--- config.mk ---
export PLATFORM = sky130hd
export DESIGN_NAME = keys_debounce
export DESIGN_NICKNAME = d
export VERILOG_FILES = /design/src/rtl/keys_debounce.sv
export SDC_FILE = /design/constraint.sdc
export NUM_CORES = 1
export LEC_CHECK = 0
export ABC_AREA = 1
export CAP_MARGIN = 30
export CORE_ASPECT_RATIO = 0.9
export CORE_UTILIZATION = 30
export CTS_CLUSTER_SIZE = 8
export DETAILED_ROUTE_END_ITERATION = 8
export GPL_TIMING_DRIVEN = 0
export RECOVER_POWER = 25
export SLEW_MARGIN = 20
export SYNTH_ARGS = -nofsm -noshare
export SYNTH_HDL_FRONTEND = slang
export SYNTH_SLANG_ARGS = --single-unit
--- constraint.sdc ---
create_clock -name pclk -period 1.6 [get_ports pclk]
set_input_delay 0.32 -clock pclk [delete_from_list [all_inputs] [get_ports pclk]]
set_output_delay 0.32 -clock pclk [all_outputs]
set_load 0.02 [all_outputs]
--- src/rtl/keys_debounce.sv ---
// keys_debounce: synchronise and debounce KEY/SW pads; optional key-press IRQ when KEYS_EDGE_IRQ_EN is defined
module keys_debounce #(
    parameter int TICK_DIV       = 50000,
    parameter int DEBOUNCE_TICKS = 16,
    parameter int KEY_ACTIVE_LOW = 1
) (
    input  logic       pclk,
    input  logic       presetn,
    input  logic [3:0] key_raw,
    input  logic [9:0] sw_raw,
`ifdef KEYS_EDGE_IRQ_EN
    output logic [3:0] key_evt,
    input  logic [3:0] evt_clr,
    output logic       irq,
`endif
    output logic [3:0] key,
    output logic [9:0] sw
);
    localparam int PW = TICK_DIV > 1 ? $clog2(TICK_DIV) : 1;
    localparam int CW = $clog2(DEBOUNCE_TICKS + 1);
    localparam logic [PW-1:0] P_LAST = PW'(TICK_DIV - 1);
    localparam logic [CW-1:0] C_LAST = CW'(DEBOUNCE_TICKS - 1);
    localparam logic [3:0] KEY_INV = KEY_ACTIVE_LOW != 0 ? 4'hF : 4'h0;
    logic [13:0] sync1, sync2, s, stable, stable_d;
    logic [PW-1:0] pcnt;
    logic tick;
    logic [CW-1:0] cnt [14];
    logic [CW-1:0] cnt_d [14];
    assign s = {sync2[13:4], sync2[3:0] ^ KEY_INV};
    assign tick = pcnt == P_LAST;
    assign key = stable[3:0];
    assign sw = stable[13:4];
    // two-flop synchroniser for all pad inputs, keys in the low nibble
    always_ff @(posedge pclk or negedge presetn)
        if (!presetn) begin
            sync1 <= '0;
            sync2 <= '0;
        end else begin
            sync1 <= {sw_raw, key_raw};
            sync2 <= sync1;
        end
    // free-running prescaler producing the one-cycle debounce sample tick
    always_ff @(posedge pclk or negedge presetn)
        if (!presetn) pcnt <= '0;
        else pcnt <= tick ? '0 : pcnt + 1'b1;
    // per-bit decision: restart on agreement, advance on tick, accept at the last count
    always_comb begin
        stable_d = stable;
        for (int b = 0; b < 14; b++) begin
            cnt_d[b] = '0;
            if (s[b] != stable[b])
                cnt_d[b] = !tick ? cnt[b] : (cnt[b] == C_LAST ? '0 : cnt[b] + 1'b1);
            if (s[b] != stable[b] && tick && cnt[b] == C_LAST)
                stable_d[b] = s[b];
        end
    end
    // debounced levels and their counters
    always_ff @(posedge pclk or negedge presetn)
        if (!presetn) begin
            stable <= '0;
            cnt <= '{default: '0};
        end else begin
            stable <= stable_d;
            cnt <= cnt_d;
        end
`ifdef KEYS_EDGE_IRQ_EN
    logic [3:0] evt_d;
    assign evt_d = (key_evt & ~evt_clr) | (stable_d[3:0] & ~stable[3:0]);
    // sticky press flags set on a debounced 0->1 (set beats clear) and their OR
    always_ff @(posedge pclk or negedge presetn)
        if (!presetn) begin
            key_evt <= '0;
            irq <= 1'b0;
        end else begin
            key_evt <= evt_d;
            irq <= |evt_d;
        end
`endif
endmodule

# Word level (Yosys, flattened, before mapping)
# Cells that the tools add are included.
# word_totals
ff_bits,128
latchBits,0
ram_bits,0
romBits,0
input_bits,16
out_inout_bits,14
elab_cells,161
mem_count,0
# op_classes
addsub,15
multipliers,0
div_mod_pow,0
magnitude_cmp,0
eq_ne,43
shift,0
muxes,43
n_bitwise,1
n_reduce_logical,28
# op_table
operator,count
$mux W5,42
$add A5 B1 Y5 const B,14
$eq A5 B4 Y1 const B,14
$logic_and A1 B1 Y1,28
$ne A2 B2 Y1 const B,14
$add A16 B1 Y16 const B,1
$eq A16 B16 Y1 const B,1
$mux W16,1
$ne A1 B1 Y1,14
$not A4 Y4,1

# Longest topological paths before layout
# depth
depth_word,4
depth_mapped,10
mapped_depth_nobuf,9

# Worst setup path after synthesis
# No wires, ideal clock.
# synth_timing
path_type,reg2reg
from,register pcnt[0]
to,register cnt[40] (netlist bit)
setup_ns,0.066
arrival_ns,1.335
t_required_ns,1.534
setup_slack_ns,0.199
path_stages_with_launch,10
path_buffers,2
synth_period_minus_slack_ns,1.401
path_cell_list,dfrtp_1 ha_1 nand2_1 nor2_1 nand3_1 nor2_2 buf_4 buf_6 nand3_1 nand2_1
# synth_between
elab_chain_cells,2
# synth_rtl
element,line_no,source
from (decl),25,logic [PW-1:0] pcnt;
from (signal assigned),45,else pcnt <= tick ? '0 : pcnt + 1'b1;
$eq A16 B16 Y1,30,assign tick = pcnt == P_LAST;
$ne A2 B2 Y1 (no source line),n/a,
to (signal assigned),64,cnt <= cnt_d;
to (decl),27,logic [CW-1:0] cnt [14];
# Every way passes these cells.
# A chain may end at the register's enable or synchronous reset.

# Worst setup path in the final report
# layout_timing
from,register pcnt[0]
to,register stable[13]
# layout_between
elab_chain_cells,3
# layout_rtl
element,line_no,source
$eq A16 B16 Y1,30,
$logic_and A1 B1 Y1 (2 in a row),53,if (s[b] != stable[b] && tick && cnt[b] == C_LAST)
to (signal assigned),63,stable <= stable_d;
to (decl),24,"logic [13:0] sync1, sync2, s, stable, stable_d;"
# Every way passes these cells.

==> results_dict.tcl <==
set metrics [dict create \
    setup_viol_count_final 0 \
    netlist_area_um2 6030 \
    clock_sinks 128 \
    detail_route.vias_per_cell 4.62 \
    dp_slack_ps -194 \
    maxCapViolations 0 \
    status "finished, final reports clean" \
    critical_path.max_fanout 5 \
    relSlewSlack_pct 55.3 \
    power_mw 7.65 \
    cts_root_buffer "clkbuf_16" \
    grt_pass1_wl_um 21700 \
    synth_compound_area_share_pct 2.43 \
    leakage_nw 4.02 \
    wirelength_um 12900 \
    holdPathStages 0 \
    grt_max_degree 92 \
    regToRegEndpoint "stable[13]$_DFFE_PN0P_" \
    yosys_warnings 0 \
    fp-row-count 48 \
    final_antenna_net_count 0 \
    grt_usage_pct 13.7 \
    power-per-cell-area_nw_per_um2 1000 \
    via_count 4693 \
    hold_start "sync1[3]$_DFF_PN0_" \
    cts_tree "done" \
    max_freq_mhz 643 \
    fillers 1962 \
    synthAdderAreaFrac_pct 3.11 \
    ir_drop_mv 0.626 \
    grt_antenna_before_repair 0 \
    grt_pass1_vias 4417 \
    grt_overflow 0 \
    synth.distinct_cells 26 \
    dieArea_um2 20700 \
    insertion_delay_ps 420 \
    syn_nets 717 \
    synthXorXnorAreaFrac_pct 6.68 \
    die_w_um 151 \
    dpl.hpwl_um 8360 \
    critPathLaunchType "register" \
    gp_congestion 0.784 \
    arrival_ps 1910 \
    ys_seq_area_share_pct 53.1 \
    htree_levels 4 \
    ios 30 \
    start_util_pct 31.0 \
    hp-class "reg2reg" \
    synthSimpleGateAreaFrac_pct 29.0 \
    finish.utilization_pct 39.2 \
    tightest_slew_ps 668 \
    fin_ws_ps 44.9 \
    wl_per_cell_um 12.7 \
    required_ps 1960 \
    clk_pin_slew_ps 60 \
    seq_area_um2 3210 \
    finalNetCount 783 \
    period_share_pct 97.2 \
    drv_slew 0 \
    clock_skew_ps 5.80 \
    diodes 0 \
    reg2regPathDepth 9 \
    min_to "sync2[3]$_DFF_PN0_" \
    die_height_um 137 \
    cts_made_buffers 17 \
    ys_ff_latch 128 \
    multi_input_area_um2 2590 \
    synthMuxAreaShare_pct 0 \
    cts.path.max_buffers 2 \
    rsz0062_at_grt "yes" \
    drc 0 \
    synth_top_family_by_area "simple AND/OR/NAND/NOR gates" \
    drt_iter0_markers 270 \
    synth_area_per_cell_um2 8.79 \
    tns_ps 0 \
    period_minus_slack_ps 1560 \
    netlist_instances 686 \
    finalHoldViolCount 0 \
    cp-end-kind "register" \
    drt_pass1_iterations 4 \
    critPathKind "reg2reg" \
    rrSetupSlack_ps 40 \
    io_buffers 29 \
    areaGrowthSynthToFinish_pct 26.4 \
    drive_gt1_share_pct 12.8 \
    core_um2 19500 \
    r2r-start "pcnt[0]$_DFF_PN0_" \
]
==> report_power, final <==
group          total [mW]  internal, mW  switching [mW]
Clock                4.19          2.76            1.43
Combinational       0.169        0.0500           0.119
Sequential           3.29          3.27          0.0182
==> cell usage after synthesis (all sizes together) <==
master  number  area share, %
nand3b       6           0.75
dfrtp      128             53
nor2        82            5.2
a31oi        1           0.10
nor3         6           0.50
a21oi        1          0.083
clkbuf       1          0.062
o21a         2           0.25
ha          15            3.1
inv         53            3.3
xnor2       12            1.7
clkinv       8           0.52
nand4       10            1.0
or2          2           0.21
buf         14            1.8
nand2      147            9.2
o21ai        6           0.50
o21bai      12            1.5
xor2        34            4.9
nand3      146             12
==> placed cells by master (no fill, tap or decap), types with 7 or more instances in the layout <==
| cell type | instances |
|---|---|
| dlygate4sd3_1 | 15 |
| nand2_1 | 145 |
| nand3_1 | 133 |
| nor2_1 | 74 |
| nand3_2 | 13 |
| buf_4 | 15 |
| clkbuf_16 | 19 |
| xnor2_1 | 12 |
| nand4_1 | 10 |
| dfrtp_1 | 123 |
| dlygate4sd2_1 | 14 |
| xor2_1 | 34 |
| o21bai_1 | 12 |
| clkinv_1 | 7 |
| ha_1 | 14 |
| inv_1 | 51 |
==> metrics by stage <==
stage	std cells	area, µm²	hold slack, ps
6_report	1015	7620	345
5_1_grt	1015	7620	354
4_1_cts	1005	7390	317
3_5_place_dp	966	6670	222
3_3_place_gp	965	6640	332
2_1_floorplan	686	6030	24.4
==> worst max path at each step <==
stage	startpoint	depth (start not counted)	slack, ps	to
2_1_floorplan	pcnt[0]$_DFF_PN0_	9	200	cnt[40]$_DFFE_PN0P_
3_3_place_gp	presetn	1	-5150	sync1[8]$_DFF_PN0_
3_5_place_dp	pcnt[0]$_DFF_PN0_	8	-190	cnt[5]$_DFFE_PN0P_
4_1_cts	pcnt[5]$_DFF_PN0_	7	20	cnt[59]$_DFFE_PN0P_
5_1_grt	pcnt[0]$_DFF_PN0_	8	-40	cnt[16]$_DFFE_PN0P_
6_report	pcnt[0]$_DFF_PN0_	9	40	stable[13]$_DFFE_PN0P_
==> cell type report <==
class                           instances  share of cell area [%]
Sequential cell                       128                    42.1
Multi-Input combinational cell        482                    34.0
Timing Repair Buffer                   47                    6.38
Clock buffer                           22                    6.35
Tap cell                              250                    4.10
Inverter                               61                    3.07
Clock inverter                         10                    2.05
Buffer                                 15                    1.92
==> flip-flops by register name, indices dropped and copies added, names as in the netlist <==
signal	flops
stable	14
cnt	70
sync2	14
pcnt	16
sync1	14
==> per-layer routing <==
layer  up-vias  track usage [%]  wire length [µm]
met5         -                0                 0
met4         0             5.67               202
met3        16             3.63               475
met2        63             19.9              5600
met1      2248             19.2              6590
li1       2366                -                 -
==> cells by family after synthesis <==
family,Yosys count
AO/OA/AOI/OAI,22
XOR/XNOR,46
adder cells (fa/ha/maj),15
buffers and inverters,76
flip-flops,128
AND/OR/NAND/NOR,399
==> timing repair <==
item / in CTS / in global routing
cloned: 0 / 2
resized for setup: 25 / 36
endpoints found under the hold margin: 37 / 0
pin swaps: 2 / 18
setup endpoints to repair: 70 / 82
setup buffers: 6 / 8
hold buffers: 1 / 0
==> worst max-delay path, cell delays in order (launching register included) <==
cell and delay [ps]:
dfrtp_1 360, ha_2 220, nand2_2 70, nor2_2 140, nand3_2 100, nor2_4 190
buf_8 160, buf_12 110, nand4_1 70, nand2_1 90
Note: power is estimated with default switching activity, not from simulation.
